--- src/rtl/vortex_mem_line_bridge.sv ---
// vortex_mem_line_bridge: splits tagged Vortex line requests into bus-width beats and reassembles read lines.
// Define VX_BRIDGE_PERF_EN to add the read/write line and stall-cycle performance counters.
module vortex_mem_line_bridge #(
  parameter int LINE_WIDTH = 512,
  parameter int BUS_WIDTH = 32,
  parameter int LINE_ADDR_WIDTH = 26,
  parameter int TAG_WIDTH = 56,
  parameter int ADDR_WIDTH = 32,
  parameter logic [ADDR_WIDTH-1:0] BASE_ADDR = '0
) (
  input  logic                       clk,
  input  logic                       nRST,
  input  logic                       mem_req_valid,
  input  logic                       mem_req_rw,
  input  logic [LINE_WIDTH/8-1:0]    mem_req_byteen,
  input  logic [LINE_ADDR_WIDTH-1:0] mem_req_addr,
  input  logic [LINE_WIDTH-1:0]      mem_req_data,
  input  logic [TAG_WIDTH-1:0]       mem_req_tag,
  output logic                       mem_req_ready,
  output logic                       mem_rsp_valid,
  output logic [LINE_WIDTH-1:0]      mem_rsp_data,
  output logic [TAG_WIDTH-1:0]       mem_rsp_tag,
  output logic                       mem_rsp_error,
  input  logic                       mem_rsp_ready,
  output logic                       bus_ren,
  output logic                       bus_wen,
  output logic [ADDR_WIDTH-1:0]      bus_addr,
  output logic [BUS_WIDTH-1:0]       bus_wdata,
  output logic [BUS_WIDTH/8-1:0]     bus_strobe,
  input  logic [BUS_WIDTH-1:0]       bus_rdata,
  input  logic                       bus_request_stall,
  input  logic                       bus_error,
  output logic                       wr_err_sticky,
  input  logic                       wr_err_clr,
  output logic [31:0]                perf_rd_lines,
  output logic [31:0]                perf_wr_lines,
  output logic [31:0]                perf_stall_cycles
);
  localparam int BEATS = LINE_WIDTH / BUS_WIDTH;
  localparam int LB = $clog2(LINE_WIDTH / 8);
  localparam int WB = BUS_WIDTH / 8;
  localparam int BW = BEATS > 1 ? $clog2(BEATS) : 1;
  localparam logic [BW-1:0] LAST = BW'(BEATS - 1);
  typedef enum logic [1:0] {IDLE, XFER, RESP} state_t;
  state_t state, state_d;
  logic [BW-1:0] beat;
  logic rw, rsp_err, skip, done, beat_err;
  logic [LINE_WIDTH/8-1:0] byteen;
  logic [LINE_ADDR_WIDTH-1:0] addr;
  logic [LINE_WIDTH-1:0] data, line;
  logic [TAG_WIDTH-1:0] tag;
  logic [WB-1:0] strobe;
  assign strobe = byteen[beat*WB +: WB];
  // all-zero write beats consume one cycle without touching the bus
  assign skip = rw && strobe == '0;
  assign done = state == XFER && (skip || !bus_request_stall);
  assign beat_err = done && !skip && bus_error;
  assign mem_rsp_data = line;
  assign mem_rsp_tag = tag;
  assign mem_rsp_error = rsp_err;
  always_comb begin
    state_d = state;
    mem_req_ready = 1'b0;
    mem_rsp_valid = 1'b0;
    bus_ren = 1'b0;
    bus_wen = 1'b0;
    bus_addr = '0;
    bus_wdata = '0;
    bus_strobe = '0;
    unique case (state)
      IDLE: begin
        mem_req_ready = nRST;
        state_d = mem_req_valid ? XFER : IDLE;
      end
      XFER: begin
        bus_ren = !rw;
        bus_wen = rw && !skip;
        bus_addr = BASE_ADDR + (ADDR_WIDTH'(addr) << LB) + ADDR_WIDTH'(beat) * ADDR_WIDTH'(WB);
        bus_wdata = rw ? data[beat*BUS_WIDTH +: BUS_WIDTH] : '0;
        bus_strobe = rw ? strobe : '1;
        state_d = done && beat == LAST ? (rw ? IDLE : RESP) : XFER;
      end
      RESP: begin
        mem_rsp_valid = 1'b1;
        state_d = mem_rsp_ready ? IDLE : RESP;
      end
      default: state_d = IDLE;
    endcase
  end
  always_ff @(posedge clk or negedge nRST) begin
    if (!nRST) begin
      state <= IDLE;
      beat <= '0;
      rw <= 1'b0;
      byteen <= '0;
      addr <= '0;
      data <= '0;
      tag <= '0;
      line <= '0;
      rsp_err <= 1'b0;
    end else begin
      state <= state_d;
      if (state == IDLE && mem_req_valid) begin
        rw <= mem_req_rw;
        byteen <= mem_req_byteen;
        addr <= mem_req_addr;
        data <= mem_req_data;
        tag <= mem_req_tag;
        line <= '0;
        rsp_err <= 1'b0;
        beat <= '0;
      end
      if (done) beat <= beat + BW'(1);
      if (done && !skip && !rw) line[beat*BUS_WIDTH +: BUS_WIDTH] <= bus_error ? '0 : bus_rdata;
      if (beat_err && !rw) rsp_err <= 1'b1;
    end
  end
  // a new write error outranks a simultaneous clear
  always_ff @(posedge clk or negedge nRST) begin
    if (!nRST) wr_err_sticky <= 1'b0;
    else if (beat_err && rw) wr_err_sticky <= 1'b1;
    else if (wr_err_clr) wr_err_sticky <= 1'b0;
  end
`ifdef VX_BRIDGE_PERF_EN
  always_ff @(posedge clk or negedge nRST) begin
    if (!nRST) begin
      perf_rd_lines <= '0;
      perf_wr_lines <= '0;
      perf_stall_cycles <= '0;
    end else begin
      if (mem_rsp_valid && mem_rsp_ready) perf_rd_lines <= perf_rd_lines + 32'd1;
      if (done && rw && beat == LAST) perf_wr_lines <= perf_wr_lines + 32'd1;
      if ((bus_ren || bus_wen) && bus_request_stall) perf_stall_cycles <= perf_stall_cycles + 32'd1;
    end
  end
`else
  assign perf_rd_lines = '0;
  assign perf_wr_lines = '0;
  assign perf_stall_cycles = '0;
`endif
endmodule

--- config.mk ---
export PLATFORM = sky130hd
export DESIGN_NAME = vortex_mem_line_bridge
export DESIGN_NICKNAME = d
export VERILOG_FILES = /design/src/rtl/vortex_mem_line_bridge.sv
export SDC_FILE = /design/constraint.sdc
export NUM_CORES = 2
export LEC_CHECK = 0
export BUFFER_PORTS_ARGS = -buffer_cell sky130_fd_sc_hd__buf_4
export CORE_AREA = 2 2 552 554
export DETAILED_ROUTE_END_ITERATION = 6
export DIE_AREA = 0 0 554 556
export GPL_TIMING_DRIVEN = 0
export PLACE_DENSITY = 0.35
export SYNTH_ARGS = -nofsm -noshare
export SYNTH_HDL_FRONTEND = slang
export SYNTH_SLANG_ARGS = --single-unit
--- constraint.sdc ---
create_clock -name clk -period 4.21 [get_ports clk]
set_input_delay 0.6315 -clock clk [delete_from_list [all_inputs] [get_ports clk]]
set_output_delay 0.6315 -clock clk [all_outputs]
set_load 0.01 [all_outputs]
Word level (Yosys, flattened, before mapping)

Index checks and enable logic that the tools add are counted.

Flip-flop bits (word level): 1179
Output and inout port bits: 738
Bits of input ports: 698

Eq/ne operators: 3
Shift operators: 4
Mux-type cells: 24
Add/subtract/negate cells: 3
Reductions and logical operators: 19

Operators by type and width:

| cell                      | number |
|---|---|
| $mux 512                  | 2 |
| $bwmux 512                | 1 |
| $shift 32x34->512 const A | 1 |
| $shiftx 32x34->512        | 1 |
| $shiftx 512x10->32        | 1 |
| $mux 32                   | 4 |
| $shiftx 64x7->4           | 1 |
| $neg 9->34                | 1 |
| $add 32x6->32             | 1 |
| $mux 4                    | 4 |
| $logic_and 1x1->1         | 10 |
| $mux 1                    | 9 |
| $mux 2                    | 3 |
| $pmux 2 s3                | 1 |
| $reduce_bool 2->1         | 3 |
| $add 4x1->4 const B       | 1 |
| $eq 4x4->1 const B        | 1 |
| $logic_not 4->1           | 1 |
| $logic_not 1->1           | 3 |
| $eq 2x1->1 const B        | 1 |
| $eq 2x2->1 const B        | 1 |
| $logic_not 2->1           | 1 |
| $logic_or 1x1->1          | 1 |

Depth between registers and ports, before layout

Word-level depth: 9
Gate-level depth with buffers: 15

Worst setup path before layout

No wires, ideal clock.

Path type: register to register
Start point: register beat[1]
End point: register line[420], in the netlist mem_rsp_data[420]
Period minus slack after synthesis: 2.978 ns
Data required time: 4.077 ns
Buffers on the path: 8
Setup slack: 1.232 ns
Stages on the path, launching flop included: 16
Arrival: 2.845 ns
Library setup time: 0.133 ns
Cells stage by stage: dfrtp_1 -> buf_4 -> buf_6 -> buf_2 -> inv_1 -> clkbuf_1 -> ha_1 -> clkbuf_1 -> and2_1 -> clkbuf_1 -> and2_0 -> clkbuf_1 -> nand3_1 -> clkbuf_1 -> nand3_1 -> o21ai_0

Cells in the longest elaborated chain, start to end: 8
Elaborated cells between the ends (all ways): 13
Classes of those cells: add/sub (1); shift (3); mux (2); reduce/logical (7)

RTL lines:

| what                                                               | line | RTL |
|---|---|---|
| from (decl)                                                        | 46   | `logic [BW-1:0] beat;` |
| from (signal assigned)                                             | 113  | `if (done) beat <= beat + BW'(1);` |
| parallel branches: the longest is 7 deep, another holds $neg 9->34 | n/a  |  |
| $mux 512 (*)                                                       | 114  | `if (done && !skip && !rw) line[beat*BUS_WIDTH +: BUS_WIDTH] <= bus_error ? '0 : bus_rdata;` |
| to (signal, indexed assignment)                                    | 114  |  |
| to (decl)                                                          | 50   | `logic [LINE_WIDTH-1:0] data, line;` |

Mark *: on every way between the ends.
A chain may end at the register's enable or synchronous reset.

Final worst setup path

Start point: register beat[3]
End point: register line[187], in the netlist mem_rsp_data[187]

The elaborated chain is that of the path after synthesis.

==> qor.csv <==
stage,metric,value,unit
status,status,completed,
synthesis,synth_area_leaders,"dfrtp_1, mux2_2, mux4_2",
worst_setup_path,crit_type,reg2reg,
synthesis,async_flop_share,100,%
synthesis,yosys.cell_count.top_type,dfrtp_1,
worst_setup_path,arrival,4.70,ns
synthesis,ys_seq_area_share,58.7,%
sta,maxSlewHeadroom,9.71,%
layout,final_cells,10310,
synthesis,ys_seq_elements,1179,
grt,grt_usage,20.2,%
worst_setup_path,cpPeakStageDelay,0.41,ns
detailed_routing,first_pass_iters,7,
synthesis,netlist_top_cells_count,"dfrtp_1, mux2_2, nand3_1",
floorplan,coreArea,0.302,mm2
worst_setup_path,endpoint_kind,flop,
cts,tritoncts,done,
worst_setup_path,worstRegToRegCells,12,
synthesis,synthCells,3872,
worst_setup_path,cp.depth,12,
detailed_routing,routed_wirelength,319000,um
synthesis,synth_edf_count,0,
worst_setup_path,cp_cell_sequence,clkbuf_4 > clkbuf_8 > inv_1 > clkbuf_4 > ha_1 > a21oi_4 > and2_0 > clkbuf_1 > nand3_2 > clkbuf_4 > nand3_1 > o21ai_0,
pwr,p_leak,35.0,nW
worst_setup_path,crit_path_start,beat[3],
worst_setup_path,r2r-end,mem_rsp_data[187],
worst_setup_path,critPathMaxFanout,10,
sta,setup_viol,0,
pwr,power_per_cell_area,694,mW/mm2
worst_setup_path,timing.rr.start,beat[3],
worst_setup_path,path_common_cell,clkbuf_4,
detailed_routing,avgViaCountPerCell,4.13,
place,dp_hpwl,255000,um
layout,area_growth,57.1,%
cts,cts_buffer_depth,4,
floorplan,start_util,16.6,%
synthesis,synth_warnings,0,
grt,grt_pass1_wl,423000,um
sta,setup_tns,0,ns
worst_setup_path,cp-endpoint,mem_rsp_data[187],
floorplan,fp.dieW,554,um
floorplan,ios,1436,
worst_setup_path,path_delay_family,buffers and inverters,
detailed_routing,vias,42596,
synthesis,synth_cell_types,49,
layout,layout-drive-gt1-share,43.9,%
synthesis,syn_area,0.0502,mm2
grt,antenna_found_initial,119,
worst_setup_path,regToRegSetupSlack,0.17,ns
grt,grt_max_degree,169,
cts,cts_inserted_buffers,158,
floorplan,rows,202,
place,io_buffers,1336,
place,gp_congestion,0.840,
worst_setup_path,path_buf_inv,6,
layout,fin_util,26.1,%
cts,clk_pin_slew,0.06,ns
sta,worst_pin_slew,1.35,ns
place,place_inst,9302,
cts,htreeDepth,4,
layout,final_net_count,6852,
floorplan,dieArea,0.308,mm2
detailed_routing,antenna_left,0,
cts,cts_sinks,1179,
synthesis,ys.flop_type,dfrtp_1,
grt,grt_pass1_vias,45063,
sta,finalHoldViolations,0,
sta,max_freq,247,MHz
worst_setup_path,required,4.86,ns
min_path,hold_class,in2reg,
pwr,total_power,54.8,mW
cts,clk_latency,0.83,ns
cts,cts_root_buf,clkbuf_16,
synthesis,netlist.area_leader.share,58.7,%
sta,rsz0062_at_grt,yes,
detailed_routing,drtIter0Drc,2460,
pwr,ir_drop,321,uV
synthesis,synth_top_area_cell,dfrtp_1,
sta,finalClockSkew,0.0533,ns
grt,grt_overflow,0,
synthesis,avgSynthCellArea,13.0,um2
floorplan,die_h,556,um
detailed_routing,drc,0,
sta,fin_crit_sh,96.0,%
sta,fin_crit,4.04,ns
job,drv_cap,0,
worst_setup_path,critPathSlowestCell,clkbuf_4,
worst_setup_path,critPathLaunchType,flop,
detailed_routing,avgRoutedWirePerCell,30.9,um
sta,slew_violations,0,
==> worst reg2reg max path: cells and delay by family (launching register included) <==
family | cells | cell delay [ns]
AOI/OAI and AO/OA | 2 | 0.48
and+or+nand+nor | 3 | 0.91
DFF | 1 | 0.34
buffers and inverters | 6 | 1.78
adders and majority gates | 1 | 0.35
==> per-stage QoR <==
stage               hold WS (ns)  area, um2  setup slack, ns
finish                    0.0817      79000            0.166
global route              0.0298      78900          -0.0291
CTS                     0.000114      78800           -0.128
detailed placement         0.487      66100            -2.53
global placement           0.479      65600           -13.88
floorplan                  0.336      50600             1.23
==> routing by layer <==
layer  share of wire [%]  global-route usage [%]  wire length [um]
met1                  38                    22.3            120000
met2                  53                    38.1            170000
met3                 6.1                    4.83             19500
met4                 2.9                    5.43              9280
met5                0.16                       0               505
==> logic make-up (layout without fill, tap and decap cells) <==
logic type / count (synthesis) / count (layout) / synth area share [%]
AO/OA/AOI/OAI: 558 / 558 / 5.77
XOR/XNOR: 1 / 1 / 0.0174
adder cells (fa/ha/maj): 3 / 3 / 0.0747
buffers and inverters: 446 / 2743 / 4.30
flip-flops: 1179 / 1179 / 58.7
multiplexers: 840 / 840 / 22.5
other: 1 / 164 / 0.00746
AND/OR/NAND/NOR: 844 / 844 / 8.63
==> flip-flops by register name, summed over array words and instances, names as in the netlist <==
register / flops
addr: 26
beat: 4
byteen: 64
data: 512
mem_rsp_data: 512
mem_rsp_error: 1
mem_rsp_tag: 56
rw: 1
state: 2
wr_err_sticky: 1
==> how the worst min path moves through the flow <==
stage | from | endpoint | slack (ns) | depth (start not counted)
after CTS | mem_req_tag[41] | mem_rsp_tag[41] | 0.0001 | 2
after floorplan | nRST | addr[0] | 0.34 | 0
after detailed placement | data[193] | data[193] | 0.49 | 1
after global placement | addr[25] | addr[25] | 0.48 | 1
final | mem_req_data[370] | data[370] | 0.08 | 2
after global routing | mem_req_data[302] | data[302] | 0.03 | 2
==> cells in the final DEF, fill, tap and decap left out, drive strengths merged, types with 3 or more instances in the layout <==
| cell type | n |
|---|---|
| mux2 | 667 |
| o21ai | 514 |
| o21bai | 3 |
| bufinv | 7 |
| o31ai | 4 |
| nor2b | 64 |
| clkbuf | 448 |
| nand2b | 6 |
| a21oi | 15 |
| diode | 66 |
| buf | 1593 |
| nand2 | 122 |
| nor2 | 10 |
| conb | 98 |
| dfrtp | 1179 |
| nor3 | 4 |
| nand4 | 6 |
| ha | 3 |
| clkinvlp | 5 |
| and2 | 32 |
| and3 | 6 |
| mux4 | 163 |
| or2 | 32 |
| a211oi | 7 |
| a311oi | 5 |
| inv | 42 |
| nand3 | 559 |
| clkinv | 18 |
| dlygate4sd3 | 627 |
| mux2i | 10 |
==> timing repair <==
| item | CTS | global route |
|---|---|---|
| setup endpoints to repair | 596 | 140 |
| pin swaps | 8 | 1 |
| resized for setup | 197 | 30 |
| gates cloned | 4 | 0 |
| buffers inserted | 41 | 3 |
| hold endpoints to repair | 715 | 0 |
| hold buffers | 627 | 0 |
==> cell type report <==
cell class | count | area [um2]
Fill cell | 32195 | 223000
Multi-Input combinational cell | 2344 | 19200
Inverter | 36 | 136
Buffer | 403 | 2480
Antenna cell | 66 | 165
Clock inverter | 36 | 507
Sequential cell | 1179 | 29500
Tap cell | 3978 | 4980
Timing Repair Buffer | 2029 | 17300
Clock buffer | 239 | 4640
==> power breakdown <==
| part | switching, mW | total (mW) | internal [mW] | leakage, nW |
|---|---|---|---|---|
| Sequential | 2.33 | 17.4 | 15.1 | 15.1 |
| Combinational | 12.9 | 23.7 | 10.8 | 17.4 |
| Clock | 5.70 | 13.8 | 8.06 | 2.50 |
| Total | 20.9 | 54.8 | 33.9 | 35.0 |
Power figures use the tool's default switching activity.
